### config.mk
export PLATFORM = sky130hd
export DESIGN_NAME = cnn_layer_accel_job_sequencer
export DESIGN_NICKNAME = d
export VERILOG_FILES = /design/src/rtl/cnn_layer_accel_seq_pkg.sv /design/src/rtl/cnn_layer_accel_seq_watchdog.sv /design/src/rtl/cnn_layer_accel_job_sequencer.sv
export SDC_FILE = /design/constraint.sdc
export NUM_CORES = 1
export LEC_CHECK = 0
export ABC_CLOCK_PERIOD_IN_PS = 34100
export CORE_AREA = 2 2 360 362
export CTS_CLUSTER_DIAMETER = 200
export DETAILED_ROUTE_END_ITERATION = 6
export DIE_AREA = 0 0 362 364
export PLACE_DENSITY = 0.52
export SETUP_SLACK_MARGIN = 0.1
export SLEW_MARGIN = 20
export SYNTH_ARGS = -nofsm -noshare
export SYNTH_HDL_FRONTEND = slang
export SYNTH_SLANG_ARGS = --single-unit
export TNS_END_PERCENT = 5
### constraint.sdc
create_clock -name clk_if -period 34.1 [get_ports clk_if]
set_input_delay 6.82 -clock clk_if [delete_from_list [all_inputs] [get_ports clk_if]]
set_output_delay 6.82 -clock clk_if [all_outputs]
set_load 0.02 [all_outputs]
### src/rtl/cnn_layer_accel_seq_pkg.sv
// Shared types and helpers for the CNN layer accelerator job sequencer.
package cnn_layer_accel_seq_pkg;

  localparam int CFG_SLOTS   = 4;
  localparam int CFG_WIDTH   = 128;
  localparam int PARAM_WIDTH = 128;

  typedef enum logic [2:0] {
    S_IDLE,
    S_CFG,
    S_START,
    S_RUN,
    S_CACK,
    S_DONE
  } seq_state_t;

  typedef struct packed {
    logic [PARAM_WIDTH-1:0]                params;
    logic [CFG_SLOTS-1:0][CFG_WIDTH-1:0]   cfg;
    logic [CFG_SLOTS-1:0]                  mask;
  } job_desc_t;

  function automatic logic [CFG_SLOTS-1:0] lowest_onehot(input logic [CFG_SLOTS-1:0] m);
    return m & (-m);
  endfunction

  function automatic logic [1:0] lowest_idx(input logic [CFG_SLOTS-1:0] m);
    lowest_idx = '0;
    for (int i = CFG_SLOTS - 1; i >= 0; i--) begin
      if (m[i]) lowest_idx = 2'(i);
    end
  endfunction

endpackage

### src/rtl/cnn_layer_accel_seq_watchdog.sv
// Loadable down-counter watchdog; expired is high once a loaded count has run down to zero.
module cnn_layer_accel_seq_watchdog #(
  parameter int C_TIMEOUT = 65535
) (
  input  logic clk_if,
  input  logic rst,
  input  logic clear,
  input  logic load,
  input  logic en,
  output logic expired
);

  localparam int CW = $clog2(C_TIMEOUT + 1);

  logic [CW-1:0] count;
  logic          armed;

  // Loading C_TIMEOUT-1 makes expiry coincide with the C_TIMEOUT-th idle cycle.
  always_ff @(posedge clk_if) begin
    if (rst || clear) begin
      count <= '0;
      armed <= 1'b0;
    end else if (load) begin
      count <= CW'(C_TIMEOUT - 1);
      armed <= 1'b1;
    end else if (en && count != '0) begin
      count <= count - 1'b1;
    end
  end

  assign expired = armed && (count == '0);

endmodule

### src/rtl/cnn_layer_accel_job_sequencer.sv
// Sequences one quad job per host descriptor: config push, job start, fetch servicing, completion.
// Optional watchdog abort is compiled in with CNL_JOB_SEQ_TIMEOUT_EN.
module cnn_layer_accel_job_sequencer
  import cnn_layer_accel_seq_pkg::*;
#(
  parameter int C_CFG_WIDTH   = 128,
  parameter int C_PARAM_WIDTH = 128,
  parameter int C_CNT_WIDTH   = 16,
  parameter int C_TIMEOUT     = 65535
) (
  input  logic                           clk_if,
  input  logic                           rst,
  input  logic                           desc_valid,
  output logic                           desc_ready,
  input  logic [C_PARAM_WIDTH-1:0]       desc_params,
  input  logic [CFG_SLOTS*C_CFG_WIDTH-1:0] desc_cfg_data,
  input  logic [CFG_SLOTS-1:0]           desc_cfg_mask,
  output logic [CFG_SLOTS-1:0]           config_valid,
  input  logic [CFG_SLOTS-1:0]           config_accept,
  output logic [C_CFG_WIDTH-1:0]         config_data,
  output logic                           job_start,
  input  logic                           job_accept,
  output logic [C_PARAM_WIDTH-1:0]       job_parameters,
  input  logic                           job_fetch_request,
  output logic                           job_fetch_ack,
  input  logic                           job_fetch_complete,
  input  logic                           job_complete,
  output logic                           job_complete_ack,
  output logic                           done_valid,
  output logic                           done_status,
  output logic [C_CNT_WIDTH-1:0]         done_fetch_cnt,
  output logic                           busy
);

  seq_state_t                            state;
  logic [CFG_SLOTS-1:0][C_CFG_WIDTH-1:0] desc_words;
  logic [CFG_SLOTS-1:0][C_CFG_WIDTH-1:0] cfg_words;
  logic [CFG_SLOTS-1:0]                  pend_mask;
  logic [CFG_SLOTS-1:0]                  mask_rem;
  logic                                  fetch_pend;
  logic [C_CNT_WIDTH-1:0]                fetch_cnt;
  logic                                  timeout_hit;

  assign desc_words = desc_cfg_data;
  assign mask_rem   = pend_mask & ~config_valid;

`ifdef CNL_JOB_SEQ_TIMEOUT_EN
  logic active, progress, wd_expired;

  assign active   = (state == S_CFG) || (state == S_START) || (state == S_RUN);
  assign progress = (|config_accept) || job_accept || job_fetch_complete || job_complete;

  cnn_layer_accel_seq_watchdog #(.C_TIMEOUT(C_TIMEOUT)) u_watchdog (
    .clk_if  (clk_if),
    .rst     (rst),
    .clear   (state == S_DONE),
    .load    (((state == S_IDLE) && desc_valid) || (active && progress)),
    .en      (active),
    .expired (wd_expired)
  );

  assign timeout_hit = active && wd_expired && !progress;
`else
  // Watchdog compiled out: never fires.
  assign timeout_hit = (C_TIMEOUT < 0);
`endif

  always_ff @(posedge clk_if) begin
    if (rst) begin
      state            <= S_IDLE;
      desc_ready       <= 1'b1;
      busy             <= 1'b0;
      pend_mask        <= '0;
      config_valid     <= '0;
      config_data      <= '0;
      job_start        <= 1'b0;
      job_parameters   <= '0;
      job_fetch_ack    <= 1'b0;
      job_complete_ack <= 1'b0;
      done_valid       <= 1'b0;
      done_status      <= 1'b0;
      done_fetch_cnt   <= '0;
      fetch_pend       <= 1'b0;
      fetch_cnt        <= '0;
    end else begin
      job_fetch_ack    <= 1'b0;
      job_complete_ack <= 1'b0;
      done_valid       <= 1'b0;
      done_status      <= 1'b0;
      done_fetch_cnt   <= '0;
      if (timeout_hit) begin
        config_valid   <= '0;
        config_data    <= '0;
        job_start      <= 1'b0;
        fetch_pend     <= 1'b0;
        done_valid     <= 1'b1;
        done_status    <= 1'b1;
        done_fetch_cnt <= fetch_cnt;
        state          <= S_DONE;
      end else begin
        case (state)
          S_IDLE: begin
            if (desc_valid && desc_ready) begin
              job_parameters <= desc_params;
              cfg_words      <= desc_words;
              pend_mask      <= desc_cfg_mask;
              desc_ready     <= 1'b0;
              busy           <= 1'b1;
              fetch_pend     <= 1'b0;
              fetch_cnt      <= '0;
              if (desc_cfg_mask != '0) begin
                config_valid <= lowest_onehot(desc_cfg_mask);
                config_data  <= desc_words[lowest_idx(desc_cfg_mask)];
                state        <= S_CFG;
              end else begin
                job_start    <= 1'b1;
                state        <= S_START;
              end
            end
          end
          S_CFG: begin
            if ((config_accept & config_valid) != '0) begin
              pend_mask <= mask_rem;
              if (mask_rem != '0) begin
                config_valid <= lowest_onehot(mask_rem);
                config_data  <= cfg_words[lowest_idx(mask_rem)];
              end else begin
                config_valid <= '0;
                config_data  <= '0;
                job_start    <= 1'b1;
                state        <= S_START;
              end
            end
          end
          S_START: begin
            if (job_accept) begin
              job_start <= 1'b0;
              state     <= S_RUN;
            end
          end
          S_RUN: begin
            if (job_fetch_complete) begin
              fetch_pend <= 1'b0;
              if (fetch_cnt != '1) fetch_cnt <= fetch_cnt + 1'b1;
            end
            // A completing fetch frees job_complete in the same cycle.
            if (job_complete && (!fetch_pend || job_fetch_complete)) begin
              job_complete_ack <= 1'b1;
              state            <= S_CACK;
            end else if (job_fetch_request && !fetch_pend) begin
              job_fetch_ack <= 1'b1;
              fetch_pend    <= 1'b1;
            end
          end
          S_CACK: begin
            done_valid     <= 1'b1;
            done_fetch_cnt <= fetch_cnt;
            state          <= S_DONE;
          end
          S_DONE: begin
            fetch_cnt  <= '0;
            desc_ready <= 1'b1;
            busy       <= 1'b0;
            state      <= S_IDLE;
          end
          default: state <= S_IDLE;
        endcase
      end
    end
  end

endmodule
==> results.md <==
- HP Class: flip-flop to flip-flop
- Max Slew Vio Count: 0
- Status: finished clean
- Die X: 362 um
- CTS tree: done
- Worst-Margin Slew: 1.08 ns
- Die ar.: 0.132 mm^2
- Worst hold slack: 0.423 ns
- Vias in the first global route: 25400
- Syn avg cell area: 13.4 um^2
- Worst setup EP type: flip-flop
- Tot Pwr: 3.47 mW
- Core area: 0.128 mm^2
- Rows: 132
- Flop pwr share: 37.8%
- CTS resizes: 0
- Asr flop ratio synth: 0%
- Comb pwr share: 32.3%
- Clock buffer depth: 3
- Worst-path clk slew: 0.06 ns
- Hold buffers post-CTS: 0
- Mapped Area: 0.0339 mm^2
- WL/cell: 25.0 um
- Clock Latency Late Sink: 0.71 ns
- Crit path max fanout: 157
- Nets: 4033
- I/O pin count: 938
- Synthesis Warnings: 0
- Endpoints failing hold: 0
- Post-DP HPWL: 85800 um
- Final clock skew: 0.0425 ns
- Clock group share of total power: 29.9%
- Final period utilization: 32.3%
- Worst slack at placement: 22.13 ns
- Multi-input gate area: 0.0114 mm^2
- Register Area: 0.0215 mm^2
- Setup-failing EPs final: 0
- Chip height: 364 um
- Net Sw Power: 1.14 mW
- CTS sink cnt: 818
- Setup TNS: 0 ns
- Startpoint Class: input pin
- DRT iter0 DRCs: 1742
- Gp weighted congestion: 0.799
- H-tree depth: 3
- Synth cell types: 64
- Initial antenna violation count: 39
- Syn_nets: 3186
- RSZ-0062 raised after global routing: no
- Critical path type: input pin to flip-flop
- Overflow left after global routing: 0
- Global-route wire length before repair: 181000 um
- TritonCTS buffer count: 94
- FILL cells: 12400
- Max transition margin: 28.1%
- Fmax: 90.8 MHz
- Post-route ant nets: 0
- VDD IR max: 0.0407 mV
- Vias: 25300
- Power Dens Cells: 72.5 mW/mm^2
- Vias/cell: 4.92
- Period minus WS final: 11.01 ns
- Switching share of power: 32.7%
- Routed WL: 129000 um
- Final setup margin: 23.09 ns
- GRT Overall Usage: 18.6%
- Area growth, synth to finish: 41.4%
- Largest net degree at the start of global routing: 158
- Share of layout cells above drive strength 1: 12.6%
- Initial Util: 26.4%
- Critical Path RT: 34.41 ns
- Leak pwr: 15.2 nW
- Int Power: 2.34 mW
- Top_reg_cell synth: edfxtp_1
- DRC Markers: 0
- Critical path arrival: 11.33 ns
- Post-CTS Setup Inserts: 0
- Synth Register Bits: 818
- Max_cap viols: 0
- Post-Synthesis Cells: 2530
- Post-synth EDFFs: 512
- TritonRoute pass-1 iters: 6
- Root Driver: clkbuf_16
- Seq/Total Area, Yosys: 63.4%
- Number of port buffers: 936
==> synthesized netlist by cell type, types with 29 or more instances <==
master | n | area (um^2)
a21oi_1 | 153 | 766
a311oi_1 | 29 | 254
a311oi_2 | 98 | 1470
buf_2 | 43 | 215
clkbuf_1 | 131 | 492
dfxtp_1 | 306 | 6130
edfxtp_1 | 512 | 15400
mux2i_1 | 257 | 2570
nand2_1 | 279 | 1050
nor2_1 | 155 | 582
o221a_2 | 128 | 1440
o221ai_1 | 128 | 1120
o22a_1 | 127 | 1110
==> critical path, stage by stage <==
cell             delay [ns]
clkdlybuf4s50_1        0.54
and4bb_2               0.30
nand2b_4               0.37
nor2_4                 0.72
buf_4                  0.68
buf_12                 0.56
buf_4                  0.84
==> cell usage in the layout (no fill, tap or decap), types with 6 or more instances in the layout <==
cell type          n
mux2i_1          257
bufinv_16          8
and2_1            17
a311oi_1          29
a211oi_1           6
clkbuf_1          31
o221ai_1         128
diode_2           15
a311oi_2          98
clkinv_2          14
buf_4             37
clkdlybuf4s50_1  935
clkbuf_8          15
o22a_1           127
nor2_1           153
o221a_2          128
clkbuf_16         95
o21ai_0           12
or3_1              8
edfxtp_1         512
or4_1              7
nand2_1          278
a21oi_1          152
dfxtp_1          306
==> power by group through the flow <==
| stage | Combinational (mW) | Clock [mW] | Sequential, mW |
|---|---|---|---|
| after floorplan | 0.572 | 0 | 1.50 |
| after global placement | 1.13 | 0 | 1.33 |
| after detailed placement | 1.13 | 0 | 1.33 |
| after CTS | 1.14 | 1.07 | 1.31 |
| after global routing | 1.20 | 1.11 | 1.33 |
| final | 1.12 | 1.04 | 1.31 |
==> path summary, 6_finish.rpt <==
check	startpoint	slack (ns)	cells after the start	endpoint
min reg2reg	fetch_pend	0.42	1	job_fetch_ack
max	desc_valid	23.09	7	cfg_words[435]
max reg2reg	state[1]	29.12	6	cfg_words[435]
min	fetch_pend	0.42	1	job_fetch_ack
==> area by class of cell <==
cell class | count | area share (%)
Clock inverter | 34 | 0.984
Multi-Input combinational cell | 1482 | 23.8
Timing Repair Buffer | 976 | 20.3
Sequential cell | 818 | 44.9
Clock buffer | 141 | 5.63
Inverter | 5 | 0.0392
Antenna cell | 15 | 0.0783
Tap cell | 1675 | 4.37
==> metrics by stage <==
step                cell area (um^2)  std cells  utilization (%)
floorplan                      33900       2530                -
global placement               44700       4955             34.8
detailed placement             44700       4955             34.8
CTS                            47900       5130             37.3
global route                   47900       5142             37.3
finish                         47900       5146             37.3
==> logic make-up (layout without fill, tap and decap cells) <==
family,after synthesis,count (layout),share of synthesized area (%)
AO/OA/AOI/OAI,709,709,19.2
XOR/XNOR,1,1,0.0258
adder cells (fa/ha/maj),1,1,0.0369
buffers and inverters,230,1156,3.22
flip-flops,818,818,63.4
multiplexers,258,258,7.62
other,1,16,0.0111
AND/OR/NAND/NOR,512,512,6.49
==> sequential cells by signal, summed over array words and instances (netlist names), 3 cells and up <==
register	count
cfg_words	512
config_data	128
config_valid	4
done_fetch_cnt	16
fetch_cnt	16
job_parameters	128
pend_mask	4
state	3
==> per-layer routing <==
layer / routed length, um / vias to the layer above / GRT usage (%)
li1: - / 11700 / -
met1: 49700 / 12500 / 21.3
met2: 64800 / 894 / 32.5
met3: 11000 / 189 / 6.72
met4: 2900 / 40 / 5.37
met5: 279 / - / 0
No activity file was read; power rests on OpenSTA's default activity.
